## src/rtl/fetch_unit_if.sv

```systemverilog
// Fetch unit bus bundle: instruction memory port, core-side instruction port and redirect.
// The master modport is the fetch unit; the slave modport is memory plus core.
interface fetch_unit_if #(
    parameter int unsigned AW = 16,
    parameter int unsigned DW = 16
);
    logic          mem_req;
    logic [AW-1:0] mem_addr;
    logic          mem_ack;
    logic [DW-1:0] mem_rdata;
    logic          instr_valid;
    logic [DW-1:0] instr;
    logic [AW-1:0] instr_pc;
    logic          instr_ready;
    logic          redirect;
    logic [AW-1:0] redirect_pc;
    logic [15:0]   fetch_count;

    modport master (
        output mem_req, mem_addr, instr_valid, instr, instr_pc, fetch_count,
        input  mem_ack, mem_rdata, instr_ready, redirect, redirect_pc
    );

    modport slave (
        input  mem_req, mem_addr, instr_valid, instr, instr_pc, fetch_count,
        output mem_ack, mem_rdata, instr_ready, redirect, redirect_pc
    );
endinterface

```

## src/rtl/fetch_unit.sv

```systemverilog
// Instruction prefetcher: one outstanding memory read feeding a 2-entry {instr, pc} FIFO.
// Define FETCH_COUNT_EN to add the 16-bit delivered-instruction counter on fetch_count.
module fetch_unit #(
    parameter int unsigned   AW       = 16,
    parameter int unsigned   DW       = 16,
    parameter logic [AW-1:0] RESET_PC = '0
) (
    input logic         clk,
    input logic         reset,
    fetch_unit_if.master bus
);

    typedef enum logic [1:0] {StRun, StWait, StDrop} state_e;

    state_e        state_q;
    logic [AW-1:0] pc_q;
    logic [AW-1:0] addr_q;
    logic          req_q;
    logic [1:0]    count_q;
    logic [DW-1:0] instr0_q, instr1_q;
    logic [AW-1:0] pc0_q, pc1_q;

    logic pop;
    logic push;

    assign pop  = (count_q != 2'd0) && bus.instr_ready;
    assign push = (state_q == StWait) && bus.mem_ack && !bus.redirect;

    always_ff @(posedge clk or negedge reset) begin
        if (!reset) begin
            state_q  <= StRun;
            pc_q     <= RESET_PC;
            addr_q   <= '0;
            req_q    <= 1'b0;
            count_q  <= 2'd0;
            instr0_q <= '0;
            instr1_q <= '0;
            pc0_q    <= '0;
            pc1_q    <= '0;
        end else begin
            // A redirect flushes after any same-edge pop; the popped entry is still delivered.
            if (bus.redirect) begin
                count_q <= 2'd0;
                pc_q    <= bus.redirect_pc;
            end else begin
                if (push) begin
                    pc_q <= pc_q + 1'b1;
                end
                case ({push, pop})
                    2'b10: begin
                        if (count_q == 2'd0) begin
                            instr0_q <= bus.mem_rdata;
                            pc0_q    <= addr_q;
                        end else begin
                            instr1_q <= bus.mem_rdata;
                            pc1_q    <= addr_q;
                        end
                        count_q <= count_q + 2'd1;
                    end
                    2'b01: begin
                        instr0_q <= instr1_q;
                        pc0_q    <= pc1_q;
                        count_q  <= count_q - 2'd1;
                    end
                    2'b11: begin
                        if (count_q == 2'd1) begin
                            instr0_q <= bus.mem_rdata;
                            pc0_q    <= addr_q;
                        end else begin
                            instr0_q <= instr1_q;
                            pc0_q    <= pc1_q;
                            instr1_q <= bus.mem_rdata;
                            pc1_q    <= addr_q;
                        end
                    end
                    default: ;
                endcase
            end

            case (state_q)
                StRun: begin
                    // Issue only with guaranteed space, so a push never meets a full FIFO.
                    if ((count_q < 2'd2) && !bus.redirect) begin
                        req_q   <= 1'b1;
                        addr_q  <= pc_q;
                        state_q <= StWait;
                    end
                end
                StWait: begin
                    if (bus.mem_ack) begin
                        req_q   <= 1'b0;
                        state_q <= StRun;
                    end else if (bus.redirect) begin
                        state_q <= StDrop;
                    end
                end
                StDrop: begin
                    if (bus.mem_ack) begin
                        req_q   <= 1'b0;
                        state_q <= StRun;
                    end
                end
                default: state_q <= StRun;
            endcase
        end
    end

    assign bus.mem_req     = req_q;
    assign bus.mem_addr    = addr_q;
    assign bus.instr_valid = (count_q != 2'd0);
    assign bus.instr       = instr0_q;
    assign bus.instr_pc    = pc0_q;

`ifdef FETCH_COUNT_EN
    logic [15:0] fetch_count_q;

    always_ff @(posedge clk or negedge reset) begin
        if (!reset) begin
            fetch_count_q <= 16'h0000;
        end else if (pop) begin
            fetch_count_q <= fetch_count_q + 16'h0001;
        end
    end

    assign bus.fetch_count = fetch_count_q;
`else
    assign bus.fetch_count = 16'h0000;
`endif

endmodule

```

## src/flat_wrapper.sv

```systemverilog
// flat-port wrapper written by rule: the top's interface ports become plain ports
module fetch_unit_flat 
#(
    parameter int unsigned   AW       = 16,
    parameter int unsigned   DW       = 16,
    parameter logic [AW-1:0] RESET_PC = '0
)
  (clk, reset, bus_mem_req, bus_mem_addr, bus_instr_valid, bus_instr, bus_instr_pc, bus_fetch_count, bus_mem_ack, bus_mem_rdata, bus_instr_ready, bus_redirect, bus_redirect_pc);
  fetch_unit_if #(.AW(AW), .DW(DW)) bus_i ();
  input logic clk;
  input logic reset;
  output wire logic [$bits(bus_i.mem_req)-1:0] bus_mem_req;
  output wire logic [$bits(bus_i.mem_addr)-1:0] bus_mem_addr;
  output wire logic [$bits(bus_i.instr_valid)-1:0] bus_instr_valid;
  output wire logic [$bits(bus_i.instr)-1:0] bus_instr;
  output wire logic [$bits(bus_i.instr_pc)-1:0] bus_instr_pc;
  output wire logic [$bits(bus_i.fetch_count)-1:0] bus_fetch_count;
  input wire logic [$bits(bus_i.mem_ack)-1:0] bus_mem_ack;
  input wire logic [$bits(bus_i.mem_rdata)-1:0] bus_mem_rdata;
  input wire logic [$bits(bus_i.instr_ready)-1:0] bus_instr_ready;
  input wire logic [$bits(bus_i.redirect)-1:0] bus_redirect;
  input wire logic [$bits(bus_i.redirect_pc)-1:0] bus_redirect_pc;
  assign bus_mem_req = bus_i.mem_req;
  assign bus_mem_addr = bus_i.mem_addr;
  assign bus_instr_valid = bus_i.instr_valid;
  assign bus_instr = bus_i.instr;
  assign bus_instr_pc = bus_i.instr_pc;
  assign bus_fetch_count = bus_i.fetch_count;
  assign bus_i.mem_ack = bus_mem_ack;
  assign bus_i.mem_rdata = bus_mem_rdata;
  assign bus_i.instr_ready = bus_instr_ready;
  assign bus_i.redirect = bus_redirect;
  assign bus_i.redirect_pc = bus_redirect_pc;
  fetch_unit #(.AW(AW), .DW(DW), .RESET_PC(RESET_PC)) u_core (.clk(clk), .reset(reset), .bus(bus_i));
endmodule
```

## config.mk

```make
export PLATFORM = sky130hd
export DESIGN_NAME = fetch_unit_flat
export DESIGN_NICKNAME = d
export VERILOG_FILES = /design/src/rtl/fetch_unit_if.sv /design/src/rtl/fetch_unit.sv /design/src/flat_wrapper.sv
export SDC_FILE = /design/constraint.sdc
export NUM_CORES = 1
export LEC_CHECK = 0
export ABC_AREA = 1
export ABC_CLOCK_PERIOD_IN_PS = 2600
export CAP_MARGIN = 10
export CORE_ASPECT_RATIO = 1.75
export CORE_MARGIN = 2
export CORE_UTILIZATION = 55
export CTS_CLUSTER_DIAMETER = 60
export CTS_CLUSTER_SIZE = 28
export DETAILED_ROUTE_END_ITERATION = 16
export MAX_ROUTING_LAYER = met4
export PLACE_DENSITY_LB_ADDON = 0.08
export SLEW_MARGIN = 30
export SYNTH_ARGS = -nofsm -noshare
export SYNTH_HDL_FRONTEND = slang
export SYNTH_SLANG_ARGS = --single-unit
```

## constraint.sdc

```tcl
create_clock -name clk -period 2.6 [get_ports clk]
set_clock_uncertainty 0.1 [all_clocks]
set_input_delay 0.26 -clock clk [delete_from_list [all_inputs] [get_ports clk]]
set_output_delay 0.26 -clock clk [all_outputs]
set_load 0.01 [all_outputs]
```

* Word level (Yosys, flattened, before mapping)
Cells that the tools add are included.
Word-level totals: flip-flop bits (word level) 101, input port bits 37, word-level logic and storage cells 70
Operators by class: $add $sub $neg 3, magnitude comparators 1, equality and inequality tests 13, mux-type cells 24, bitwise logic cells 1, reduce and logical (&&, ||, !) cells 19
Operators by type and width (count):
- 2-to-1 mux 16 bit | 10
- case mux 16 bit (3 select lines) | 2
- case mux 16 bit (2 select lines) | 2
- adder 16 x 1 -> 16 bit (second input constant) | 1
- 2-to-1 mux 2 bit | 5
- AND reduction 3 bit | 3
- nonzero test 2 bit | 4
- == test 2 x 1 -> 1 bit (second input constant) | 3
- == test 2 bit (second input constant) | 3
- inequality test 2 x 1 -> 1 bit (second input constant) | 3
- inequality test 2 bit (second input constant) | 3
- case mux 2 bit (3 select lines) | 1
- nonzero test 3 bit | 2
- logical AND 1 bit | 4
- logical NOT 2 bit | 2
- case mux 2 bit (2 select lines) | 1
- AND reduction 4 bit | 1
- inequality test 3 bit (second input constant) | 1
- adder 2 x 1 -> 2 bit (second input constant) | 1
- < comparator 2 bit (second input constant) | 1
- 2-to-1 mux 1 bit | 2
- case mux 1 bit (2 select lines) | 1
- AND reduction 2 bit | 1
- OR reduction 2 bit | 1
- other kinds (3) | 3

* Longest topological paths before layout
Gate-level depths: netlist of the first run.
word-level depth 6, depth in mapped cells 9

* Least setup slack after synthesis of the first run
No wires, ideal clock.
path kind register -> register, start point reg u_core.state_q[1], end point reg u_core.instr1_q[0], setup time 0.125 ns, arrival 1.463 ns, data required time 2.375 ns, setup slack 0.911 ns, stages on the path, launching flop included 8, cell sequence dfrtp_1 -> inv_1 -> ha_1 -> nand2_2 -> nor2_8 -> nand2_4 -> buf_6 -> mux2_4
Between the ends: longest elaborated chain between the ends 6, elaborated cells on any way between the ends 10, those cells by class eq/ne: 5; mux: 1; reduce/logical: 4
RTL lines:
- start, declared | RTL line fetch_unit.sv:15 | state_e state_q;
- start signal, assigned | RTL line fetch_unit.sv:31 | state_q <= StRun;
- start signal, assigned | RTL line fetch_unit.sv:86 | state_q <= StWait;
- start signal, assigned | RTL line fetch_unit.sv:92 | state_q <= StRun;
- == test 2 x 1 -> 1 bit (*) | RTL line fetch_unit.sv:27 | assign push = (state_q == StWait) && bus.mem_ack && !bus.redirect;
- logical AND 1 bit (*) (2 in series) | RTL line fetch_unit.sv:27
- == test 2 bit | RTL line fetch_unit.sv:49 | case ({push, pop})
- inequality test 2 bit (no source line) or nonzero test 2 bit (tied branches)
- AND reduction 4 bit (no source line)
- end signal, assigned | RTL line fetch_unit.sv:55 | instr1_q <= bus.mem_rdata;
- end signal, assigned | RTL line fetch_unit.sv:72 | instr1_q <= bus.mem_rdata;
- end, declared | RTL line fetch_unit.sv:20 | logic [DW-1:0] instr0_q, instr1_q;
Mark *: on every way between the ends. The rest lies on a longest branch, timed or not. A chain may end at the register's enable or synchronous reset.

* Worst setup path after layout of the first run
start point reg u_core.state_q[1], end point reg u_core.instr0_q[6] (netlist: u_core.bus.instr[6])
Between the ends: longest elaborated chain between the ends 6, elaborated cells on any way between the ends 10, those cells by class eq/ne: 5; mux: 1; reduce/logical: 4
RTL lines:
- == test 2 x 1 -> 1 bit (*) | RTL line fetch_unit.sv:27
- logical AND 1 bit (*) (2 in series) | RTL line fetch_unit.sv:27
- == test 2 bit or == test 2 x 1 -> 1 bit (tied branches) | RTL line fetch_unit.sv:49
- inequality test 2 x 1 -> 1 bit (no source line) or nonzero test 3 bit (tied branches)
- AND reduction 3 bit (no source line)
- end signal, assigned | RTL line fetch_unit.sv:52 | instr0_q <= bus.mem_rdata;
- end signal, assigned | RTL line fetch_unit.sv:61 | instr0_q <= instr1_q;
- end signal, assigned | RTL line fetch_unit.sv:67 | instr0_q <= bus.mem_rdata;
- end, declared | RTL line fetch_unit.sv:20
Marks and branches as above.

==> flow_metrics.tcl, run 1 <==
set metrics [dict create \
    outcome "finished, final reports clean" \
    arrival_ps 2300 \
    grt_pass1_vias 3760 \
    finalMaxSlewViolations 0 \
    cts_made_buffers 9 \
    num_antenna_cells 0 \
    pwr-share-seq_pct 40.6 \
    synth_edf_count 0 \
    dr.pass1.iters 4 \
    final_nets 650 \
    tns_ps 0 \
    yosys-top-cells-area "dfrtp_1 51%, mux2_4 9.1%, nand2_1 8.6%" \
    relSlewSlack_pct 59.69 \
    ir_worst_vdd_uv 595.2 \
    postCtsSetupBuffers 0 \
    drt_wl_total_um 10550 \
    clock_path_buffers 2 \
    max_cap_violations 0 \
    worst_path_largest_cell_delay_ps 400 \
    synth-seq-area-share_pct 51.04 \
    post_drt_wl_per_cell_um 14.53 \
    switching_share_pct 33.38 \
    gp_congestion 0.9265 \
    syn-instance-count 523 \
    required_ps 2750 \
    cts_tree "done" \
    clock-sinks 101 \
    post-synth-top-count-cell "nand2_1" \
    regToRegSetupSlack_ps 450 \
    via_per_inst 5.277 \
    grt_busiest_layer "met2" \
    setup_viol 0 \
    fmax_ghz 0.4654 \
    grt_use_met3_pct 4.588 \
    grt_util_met2_pct 39.03 \
    grt_start_max_net_pins 65 \
    ys_seq_elements 101 \
    async_reset_ff_share_pct 100.0 \
    grtUsageTotal_pct 24.16 \
    clkPwrFrac_pct 19.7 \
    fin_hold_ws_ps 357.4 \
    clockRootBuffer "clkbuf_16" \
    path_cells "inv_1, ha_1, nand2_2, nor2_8, nand2_4, nand2_2, buf_12, nand2_1, a31oi_1" \
    end_kind "register" \
    cpLargestDelayFamily "simple AND/OR/NAND/NOR gates" \
    synth_top_area_share_pct 51.04 \
    hold_path.class "input pin to asynchronous set/reset pin" \
    hold_viol_final 0 \
    ios 103 \
    htreeDepth 3 \
    internal_power_uw 4547 \
    drt_iter0_drc 284 \
    crit_slowest_cell "dfrtp_1" \
    utilization_pct 70.75 \
    ys.flop_type "dfrtp_1" \
    cts_resized 0 \
    min_period_over_period_pct 82.64 \
    clk_latency_ps 340 \
    reg2reg_from "u_core.state_q[1]$_DFFE_PN0P_" \
    use_met1_pct 29.57 \
    grt-ovfl-total 0 \
    synthTopCellsByCount "114 x nand2_1, 101 x dfrtp_1, 57 x nand3_1" \
    period_needed_ps 2149 \
    drc 0 \
    critPathKind "register to register" \
    p_comb_share_pct 39.7 \
    io_buffers 86 \
    crit_top_cell "nand2_2" \
    path_buf_inv 2 \
    grt_pass1_wl_um 17770 \
    core.rowCount 45 \
    worst_pin_slew_ps 604.6 \
    fp.dieW_um 75.73 \
    core-area_mm2 0.008727 \
    rsz0062_at_grt "false" \
    antenna_left 0 \
    reg2reg_to "u_core.bus.instr[6]$_DFFE_PN0P_" \
    critPathMaxFanout 32 \
    drive_gt1_share_pct 10.84 \
    die_area_mm2 0.009809 \
    yosys.area.top_type "dfrtp_1" \
    syn_area_mm2 0.004952 \
    clkTransAtPathRegs_ps 70 \
    dp_hpwl_um 7367 \
    synth-warning-count 0 \
    die_h_um 129.5 \
    p_per_area_mw_per_mm2 1105 \
    critPathLaunchType "register" \
    synth_area_per_cell_um2 9.469 \
    antenna_found_initial 0 \
    synth_cell_types 28 \
    areaGrowthSynthToFinish_pct 24.68 \
    ff2ff_path_depth 9 \
    initial_core_util_pct 56.75 \
    via_count 3831 \
    crit_cells 9 \
    switchingPower_uw 2278 \
    p_leak_uw 0.002879 \
]
==> worst reg2reg max path, delay by kind of cell (launching register included) <==
kind            cells  cell delay, ps
compound gates      1             160
fa+ha+maj           1             220
buf+inv             2             320
flops               1             400
simple gates        5             850
==> stage by stage <==
step	setup slack (ps)	std cells	instance area [um^2]	total power [uW]
3_3_place_gp	520.7	710	5863	5406
6_report	451.3	726	6175	6825
5_1_grt	291.5	726	6175	7337
3_5_place_dp	440.3	710	5863	5517
4_1_cts	459.8	726	6175	6891
2_1_floorplan	911.4	538	5009	4302
==> worst max-delay path by stage <==
stage / startpoint / end / slack (ps)
global route: u_core.state_q[1]$_DFFE_PN0P_ / u_core.bus.instr[6]$_DFFE_PN0P_ / 290
global placement: bus_redirect / u_core.instr1_q[7]$_DFFE_PN0P_ / 520
CTS: u_core.state_q[1]$_DFFE_PN0P_ / u_core.bus.instr[6]$_DFFE_PN0P_ / 460
finish: u_core.state_q[1]$_DFFE_PN0P_ / u_core.bus.instr[6]$_DFFE_PN0P_ / 450
floorplan: u_core.state_q[1]$_DFFE_PN0P_ / u_core.instr1_q[0]$_DFFE_PN0P_ / 910
detailed placement: bus_redirect / u_core.bus.instr[12]$_DFFE_PN0P_ / 440
==> layout by cell type, fill, tap and decap left out, types with 8 or more instances in the layout <==
master and n:
a31oi_1 33, nand3_1 57, nand2_1 114, mux2_4 30, o21ai_0 28, conb_1 16, dfrtp_1 101, clkdlybuf4s50_1 85
inv_1 30, clkbuf_16 9, ha_1 8, nor2_1 50
==> layer usage <==
layer  up-vias  routed length, um
met3        14                367
met5         -                  0
li1       1889                  -
met4         0                180
met2        92               5493
met1      1836               4507
==> sequential cells by signal, indices dropped and copies added, names as in the netlist <==
signal,count
u_core.count_q,2
u_core.bus.mem_req,1
u_core.state_q,2
u_core.bus.instr_pc,16
u_core.bus.mem_addr,16
u_core.bus.instr,16
u_core.instr1_q,16
u_core.pc1_q,16
u_core.pc_q,16
==> area by class of cell <==
cell class                      instances  area (um^2)
Clock buffer                           12        256.5
Fill cell                             714         2552
Tap cell                              117        146.4
Inverter                               31        116.4
Timing Repair Buffer                   96        985.9
Multi-Input combinational cell        366         2097
Clock inverter                          3        45.04
Sequential cell                       101         2527
==> repair_timing <==
item,CTS,global route
hold buffers,1,0
endpoints found under the setup margin,0,0
hold endpoints to repair,45,0
==> power groups by stage <==
stage / registers (uW) / clock network [uW] / logic [uW]
2_1_floorplan: 2830 / 0 / 1470
3_3_place_gp: 2750 / 0 / 2660
3_5_place_dp: 2790 / 0 / 2730
4_1_cts: 2770 / 1380 / 2740
5_1_grt: 2860 / 1450 / 3020
6_report: 2770 / 1350 / 2710
==> cell families (layout without fill, tap and decap cells) <==
group	Yosys count	after routing	share of synthesized area [%]
buffers and inverters	71	142	7.756
adders and majority gates	8	8	2.021
muxes	33	33	9.778
DFF	101	101	51.04
other	1	16	0.07572
xor gates and xnor gates	3	3	0.5307
AOI/OAI and AO/OA	73	73	8.515
and+or+nand+nor	233	233	20.29
No activity file was read; power rests on OpenSTA's default activity.
==> run 2, diff against run 1 <==
- ABC_CLOCK_PERIOD_IN_PS: 2600 -> 1800
- CORE_UTILIZATION: 55 -> 46
- clock period: 2.6 -> 1.8 ns (I/O delays scaled with it)
==> flow_metrics.tcl, run 2 (synthesis gave the netlist of run 1 again) <==
set metrics [dict create \
    crit_top_cell "inv_1" \
    outcome "finished, final reports clean" \
    areaGrowthSynthToFinish_pct 31.81 \
    post_drt_wl_per_cell_um 15.26 \
    htreeDepth 3 \
    via_per_inst 5.155 \
    grt_start_max_net_pins 45 \
    dp_hpwl_um 7981 \
    via_count 3913 \
    fmax_ghz 0.5912 \
    fill_cells 910 \
    dr.pass1.iters 5 \
    grtUsageTotal_pct 21.31 \
    required_ps 1520 \
    final_cell_mix "114 x nand2_1, 101 x dfrtp_1, 84 x clkdlybuf4s50_1" \
    p_leak_uw 0.003038 \
    crit_slowest_cell "dfrtp_1" \
    fp.dieW_um 82.44 \
    setup_viol 0 \
    rsz0062_at_grt "false" \
    ios 103 \
    drt_wl_total_um 11580 \
    mostFrequentLayoutCell "nand2_1" \
    cpLargestDelayFamily "buffers and inverters" \
    initial_core_util_pct 46.84 \
    drive_gt1_share_pct 14.47 \
    clock-sinks 101 \
    clock_path_buffers 2 \
    hold_path.class "input pin to asynchronous set/reset pin" \
    relSlewSlack_pct 64.32 \
    finalMaxSlewViolations 0 \
    clockRootBuffer "clkbuf_16" \
    end_kind "primary output" \
    grt-ovfl-total 0 \
    hold_viol_final 0 \
    gp_congestion 0.8690 \
    tns_ps 0 \
    path_cells "inv_1, ha_4, inv_1, dlygate4sd2_1" \
    max_cap_violations 0 \
    clk_latency_ps 350 \
    cts_tree "done" \
    setup_ws_ps 108.4 \
    clkTransAtPathRegs_ps 70 \
    finalPower_uw 10320 \
    grt_pass1_vias 3873 \
    dp_slack_ps 9.694 \
    io_buffers 86 \
    core.rowCount 50 \
    cts_made_buffers 9 \
    critPathLaunchType "register" \
    grt_pass1_wl_um 18440 \
    antenna_found_initial 0 \
    drc 0 \
    drt_iter0_drc 216 \
    ir_worst_vdd_uv 845.8 \
    core-area_mm2 0.01057 \
    num_antenna_cells 0 \
    arrival_ps 1410 \
    final_nets 669 \
    worst_pin_slew_ps 535.3 \
    path_buf_inv 3 \
    min_period_over_period_pct 93.98 \
    die_h_um 141.3 \
    p_per_area_mw_per_mm2 1581 \
    critPathMaxFanout 4 \
    die_area_mm2 0.01164 \
    period_needed_ps 1692 \
    critPathKind "register to primary output" \
    antenna_left 0 \
    worst_path_largest_cell_delay_ps 400 \
]
## run 2: layer usage
| layer | routed length [um] | GRT usage, % | vias up |
|---|---|---|---|
| met5 | 0 | - | - |
| met4 | 194 | 8.070 | 0 |
| met3 | 412 | 4.580 | 12 |
| met2 | 6153 | 34.59 | 101 |
| met1 | 4819 | 25.58 | 1879 |
| li1 | - | - | 1921 |
## run 2: final cells by class
class                           count  area (um^2)  area share [%]
Inverter                           31        116.4           1.783
Multi-Input combinational cell    366         2140           32.78
Clock buffer                        9        225.2           3.450
Tap cell                          130        162.7           2.492
Timing Repair Buffer              115         1267           19.42
Sequential cell                   101         2527           38.72
Clock inverter                      7        88.84           1.361
## run 2: through the flow
| stage | std cells | util [%] | cell area (um^2) | hold slack, ps |
|---|---|---|---|---|
| final | 759 | 61.74 | 6528 | 247.4 |
| after detailed placement | 738 | 57.38 | 6067 | 95.10 |
| after global placement | 738 | 57.38 | 6067 | 91.04 |
| after global routing | 759 | 61.74 | 6528 | 266.5 |
| after CTS | 755 | 60.56 | 6402 | 258.3 |
| after floorplan | 538 | - | 5009 | -215.6 |
## run 2: worst reg2reg max path: cells and delay by family, from the launching register on
family,cells,cell delay [ps]
adders and majority gates,1,140
AOI/OAI and AO/OA,1,80
buffers and inverters,3,280
and+or+nand+nor,5,560
DFF,1,400
## run 2: what timing repair did
item / CTS / global route
endpoints found under the hold margin: 37 / 0
pin swaps: 0 / 2
buffers inserted: 0 / 1
setup endpoints to repair: 1 / 71
hold buffers: 1 / 0
cloned: 0 / 3
gates resized for setup: 3 / 11
## run 2: worst paths after layout
| path | startpoint | to | slack (ps) | cells after the start |
|---|---|---|---|---|
| worst max-delay path | u_core.count_q[0]$_DFFE_PN0P_ | bus_instr_valid | 110 | 4 |
| worst min-delay path | reset | u_core.bus.instr_pc[2]$_DFFE_PN0P_ | 250 | 2 |
| worst max register to register | u_core.state_q[1]$_DFFE_PN0P_ | u_core.count_q[0]$_DFFE_PN0P_ | 110 | 10 |
| worst min register to register | u_core.pc1_q[15]$_DFFE_PN0P_ | u_core.pc1_q[15]$_DFFE_PN0P_ | 410 | 1 |
| max in group asynchronous | reset | u_core.bus.mem_addr[5]$_DFFE_PN0P_ | 770 | 3 |
| min in group clk | bus_redirect_pc[4] | u_core.pc_q[4]$_DFFE_PN0P_ | 270 | 3 |
## run 2: report_power, final
| part | switching, uW | internal (uW) |
|---|---|---|
| sequential | 717 | 3260 |
| combinational | 1890 | 2420 |
| clock | 914 | 1110 |
==> run 3, diff against run 2 <==
- ABC_AREA: 1 -> default
==> flow_metrics.tcl, run 3 <==
set metrics [dict create \
    fill_cells 834 \
    ios 103 \
    internal_power_uw 6767 \
    dp_hpwl_um 6820 \
    grt_pass1_wl_um 15790 \
    clkTransAtPathRegs_ps 70 \
    synthTopCellsByCount "101 x dfrtp_1, 82 x nand2_1, 42 x mux2_2" \
    end_kind "register" \
    post_drt_wl_per_cell_um 15.77 \
    fin_hold_ws_ps 204.1 \
    core-area_mm2 0.009789 \
    grt_start_max_net_pins 65 \
    pwr-share-seq_pct 38.7 \
    syn_area_mm2 0.004617 \
    switching_share_pct 33.03 \
    tns_ps 0 \
    dp.cells 654 \
    setup_viol 0 \
    mostFrequentLayoutCell "dfrtp_1" \
    finalMaxSlewViolations 0 \
    drt_iter0_drc 238 \
    p_per_area_mw_per_mm2 1607 \
    gp_congestion 0.8786 \
    period_needed_ps 1751 \
    dr.pass1.iters 4 \
    ys_seq_elements 101 \
    ys.flop_type "dfrtp_1" \
    place_area_mm2 0.005832 \
    antenna_found_initial 0 \
    fp.dieW_um 79.73 \
    required_ps 1970 \
    hold_path.class "input pin to asynchronous set/reset pin" \
    via_count 3539 \
    yosys.area.top_type "dfrtp_1" \
    async_reset_ff_share_pct 100.0 \
    via_per_inst 5.235 \
    grt_pass1_vias 3229 \
    finalNonFillerCells 676 \
    stdcell_area_mm2 0.006286 \
    arrival_ps 1920 \
    hold_viol_final 0 \
    drive_gt1_share_pct 20.51 \
    synth_edf_count 0 \
    dp_slack_ps -176.4 \
    io_buffers 86 \
    fmax_ghz 0.5710 \
    critPathKind "register to register" \
    critPathLaunchType "register" \
    die_h_um 136.5 \
    final_nets 592 \
    synth-warning-count 0 \
    synth_cell_types 35 \
    areaGrowthSynthToFinish_pct 36.15 \
    core.rowCount 48 \
    grt-ovfl-total 0 \
    p_leak_uw 0.002701 \
    ir_worst_vdd_uv 804.3 \
    die_area_mm2 0.01089 \
    max_cap_violations 0 \
    clkPwrFrac_pct 18.7 \
    initial_core_util_pct 47.16 \
    clock_path_buffers 2 \
    rsz0062_at_grt "true" \
    drc 0 \
    synth_area_per_cell_um2 10.61 \
    antenna_left 0 \
    setup_ws_ps 48.83 \
    syn-instance-count 435 \
    switchingPower_uw 3337 \
    clockRootBuffer "clkbuf_16" \
    cts_tree "done" \
    post-synth-top-count-cell "dfrtp_1" \
    p_comb_share_pct 42.6 \
    clk_latency_ps 340 \
    grtUsageTotal_pct 19.26 \
    drt_wl_total_um 10660 \
    critPathMaxFanout 6 \
    synth_top_area_share_pct 54.74 \
    num_antenna_cells 0 \
    clock-sinks 101 \
    final_cell_mix "101 x dfrtp_1, 84 x clkdlybuf4s50_1, 82 x nand2_1" \
    synth-seq-area-share_pct 54.74 \
    htreeDepth 3 \
    min_period_over_period_pct 97.29 \
    cts_made_buffers 9 \
    outcome "finished, final reports clean" \
    yosys-top-cells-area "dfrtp_1 55%, mux2_2 10%, nand2_1 6.7%" \
]
[run 3: cell count changes in the layout (fill, tap and decap cells not counted), sizes merged, moves of 9 or more]
cell,previous run,this run
nor2,52,36
nand3,57,7
o21ai,28,18
buf,26,36
mux2,33,50
nand2,120,82
inv,35,10
xnor2,1,10
[run 3: worst paths after layout]
check,startpoint,to,slack (ps),cells after the start
worst min register to register,u_core.instr1_q[8]$_DFFE_PN0P_,u_core.instr1_q[8]$_DFFE_PN0P_,400,1
worst max register to register,u_core.state_q[1]$_DFFE_PN0P_,u_core.pc_q[13]$_DFFE_PN0P_,50,6
min in group clk,bus_redirect_pc[7],u_core.pc_q[7]$_DFFE_PN0P_,290,3
worst min-delay path,reset,u_core.instr1_q[3]$_DFFE_PN0P_,200,2
max in group asynchronous,reset,u_core.bus.instr_pc[11]$_DFFE_PN0P_,850,3
worst max-delay path,u_core.state_q[1]$_DFFE_PN0P_,u_core.pc_q[13]$_DFFE_PN0P_,50,6
[run 3: metal layers]
metal  up-vias  global-route usage [%]  routed length [um]
met5         -                       -                   0
met4         0                   7.815                 247
met3        22                   3.364                 447
met2        94                   32.26                5687
met1      1739                   22.96                4277
li1       1684                       -                   -
[run 3: final cells by class]
type | instances | area (um^2) | area share [%]
clock inverters | 4 | 50.05 | 0.7962
repair buffers | 125 | 1309 | 20.82
clock buffers | 11 | 232.7 | 3.702
well taps | 125 | 156.4 | 2.488
multi-input cells | 300 | 1973 | 31.39
inverters | 10 | 37.54 | 0.5971
flip-flops and latches | 101 | 2527 | 40.21
[run 3: critical path, stage by stage, from the launching register on]
cell     delay [ps]
dfrtp_1         390
inv_2            80
ha_4            160
nand4_1         270
nor4_4          340
nand4_1         160
a31oi_1         180
[run 3: kinds of logic (layout without fill, tap and decap cells)]
logic type,Yosys count,count (layout),share of synthesized area (%)
flip-flops,101,101,54.74
multiplexers,53,53,12.85
other,1,16,0.08122
AO/OA/AOI/OAI,60,60,7.697
XOR/XNOR,14,14,2.656
AND/OR/NAND/NOR,149,149,14.39
buffers and inverters,49,150,5.420
adder cells (fa/ha/maj),8,8,2.168
[run 3: timing repair]
item,in CTS,in global routing
pin swaps,1,2
hold buffers,1,0
gates resized for setup,3,11
cloned,0,4
setup buffers,0,2
hold endpoints to repair,25,0
setup endpoints to repair,3,53
[run 3: power groups by stage]
stage          combinational [uW]  clock, uW  sequential (uW)
5_1_grt                      4700       2010             4040
3_5_place_dp                 4080          0             3960
3_3_place_gp                 3990          0             3910
4_1_cts                      4110       1920             3920
2_1_floorplan                1920          0             4070
6_report                     4310       1890             3910
[run 3: per-stage QoR]
step / util (%) / total power [uW]
after floorplan: - / 5985
after global placement: 59.57 / 7891
after detailed placement: 59.57 / 8031
after CTS: 62.68 / 9947
after global routing: 64.21 / 10750
final: 64.21 / 10100
==> RTL change: new RTL, flow settings as in run 2 <==
The 3 states of `state_e` get a one-hot encoding in 3 bits.
--- a/src/rtl/fetch_unit.sv
+++ b/src/rtl/fetch_unit.sv
@@ -10,7 +10,7 @@
     fetch_unit_if.master bus
 );
 
-    typedef enum logic [1:0] {StRun, StWait, StDrop} state_e;
+    typedef enum logic [2:0] {StRun = 3'b001, StWait = 3'b010, StDrop = 3'b100} state_e;
 
     state_e        state_q;
     logic [AW-1:0] pc_q;
Formal check against the unedited RTL: same outputs for any inputs over 4 cycles, from zero or initial values and one cycle with reset low; so few cycles prove little.
==> RTL change against run 2 <==
  * Die area is 13% higher
  * Area after synthesis grew 14%
  * Power rose by 3.5%
  * Via count increased by 41%
  * Setup slack worse by 52 ps
  * Count of clock-buffer cells in the layout up 2
  * Design area rose by 12%
  * Cell count increased by 36%
  * Sequential cell count rose by 1
  * Routed wire length grew 47%
  * Critical path type is now reg -> reg
  * Largest cell class is now multi-input gates
  * Largest power group unchanged
  * Highest routed layer unchanged
==> RTL change: results (changes against run 2) <==
Clock Latency Late Sink - 340 ps
Final ANT Viol Nets - 0 (unchanged)
Synth unique cells - 30 (+7.1%)
YS warnings - 0 (unchanged)
Synth async-reset ratio - 1.00 (unchanged)
H-tree depth - 3 (unchanged)
Synth top area cells - dfrtp_1 45%, nand2_1 14%, nand3_1 13%, o21ai_0 4.9%, inv_1 4.2%
First-pass GRT wire length - 25,700 um (+39%)
HPWL after DPL - 11,000 um (+38%)
Port Buffers - 86 (unchanged)
Nets - 906 (+35%)
Hold WC Path Type - in -> async
Diode count - 0 (unchanged)
Critical-path top delay cell - dfrtp_1
Status - complete, no violations
Vias after detailed routing - 5,517 (+41%)
Final Setup Violations - 0 (unchanged)
Total GRT Usage - 0.259 (+0.0454)
Number of antenna violations at the first check in global routing - 0 (unchanged)
Post-Route WL - 17,000 um (+47%)
CTS Buf Count - 9 (unchanged)
Placer Congestion - 0.920 (+5.9%)
Dpl cell area - 6830 um2 (+13%)
Vias in the first global route - 5,152 (+33%)
Largest net degree at the start of global routing - 65 (+44%)
Sequential element share of the synthesized area - 0.454 (-0.0562)
CP max FO - 16 (+12)
Detailed Routing Iterations Pass 1 - 5 (unchanged)
Initial drt markers - 496 (+130%)
Fillers - 1,071 (+18%)
Worst EP arrival - 1930 ps (+520 ps)
Cell family with most CP delay - simple AND/OR/NAND/NOR gates
Clock-pin slew on the worst setup and hold paths - 70 ps (about the same)
Peak VDD IR - 0.833 mV (-1.5%)
CTS Buffer Depth - 2 (unchanged)
Sw power - 4.02 mW (+14%)
CP peak stage delay - 350 ps (-50 ps)
Layout cells sized above 1 - 0.0874 (-0.0573)
Pre-CTS WS - -25.6 ps (-35.3 ps)
Leak - 3.58 nW (+18%)
Most frequent cells after synthesis - 215 x nand2_1, 150 x nand3_1, 101 x dfrtp_1, 63 x inv_1, 55 x o21ai_0
Root Driver - clkbuf_16
RTL change: power groups by stage:
stage | Combinational (mW) | Clock [mW] | Sequential (mW)
after floorplan | 2.30 | 0 | 4.02
after detailed placement | 4.47 | 0 | 3.99
after CTS | 4.50 | 2.09 | 3.95
after global routing | 5.18 | 2.20 | 4.06
after global placement | 4.38 | 0 | 3.94
final | 4.65 | 2.06 | 3.97
RTL change: metrics by stage:
stage	cells	setup TNS (ps)
detailed placement	1011	-35.1
global placement	1011	0
floorplan	787	0
global route	1035	-66.7
finish	1035	0
CTS	1027	0
RTL change: what timing repair did:
item | 4_1_cts | 5_1_grt
endpoints found under the hold margin | 101 | 0
resized for setup | 1 | 10
hold buffers | 1 | 0
buffers inserted | 0 | 3
cloned | 0 | 5
endpoints found under the setup margin | 1 | 36
pin swaps | 0 | 2
RTL change: cell families after synthesis:
family | share of synthesized area
AO/OA/AOI/OAI | 0.0897
buffers and inverters | 0.101
XOR/XNOR | 0.00623
AND/OR/NAND/NOR | 0.335
multiplexers | 0.00601
adder cells (fa/ha/maj) | 0.00668
flip-flops | 0.454
other | 0.000667
RTL change: cell type report:
type | instances | area, um2 | share of cell area
inverter | 67 | 259 | 0.0353
multi-input combinational | 558 | 2590 | 0.353
tap | 165 | 206 | 0.0282
clock buffer | 11 | 233 | 0.0318
clock inverter | 4 | 72.6 | 0.00990
sequential | 102 | 2550 | 0.348
timing repair buffer | 128 | 1420 | 0.193
RTL change: worst paths after layout:
| path | startpoint | end | slack, ps | cells after the start |
|---|---|---|---|---|
| worst max-delay path | u_core.count_q[1]$_DFFE_PN0P_ | u_core.bus.instr[6]$_DFFE_PN0P_ | 60 | 11 |
| worst min-delay path | reset | u_core.bus.instr[4]$_DFFE_PN0P_ | 140 | 2 |
| worst max register to register | u_core.count_q[1]$_DFFE_PN0P_ | u_core.bus.instr[6]$_DFFE_PN0P_ | 60 | 11 |
| worst min register to register | u_core.bus.mem_req$_DFFE_PN0P_ | u_core.bus.mem_req$_DFFE_PN0P_ | 400 | 2 |
| max in group asynchronous | reset | u_core.bus.instr_pc[2]$_DFFE_PN0P_ | 900 | 3 |
| min in group clk | bus_redirect_pc[10] | u_core.pc_q[10]$_DFFE_PN0P_ | 300 | 3 |
RTL change: routing by layer:
metal  vias up  global-route usage  wire length, um
li1       2658                   -                -
met3        37              0.0291              732
met4         0               0.104              630
met1      2647               0.298             6640
met5         -                   -                0
met2       175               0.452             8990
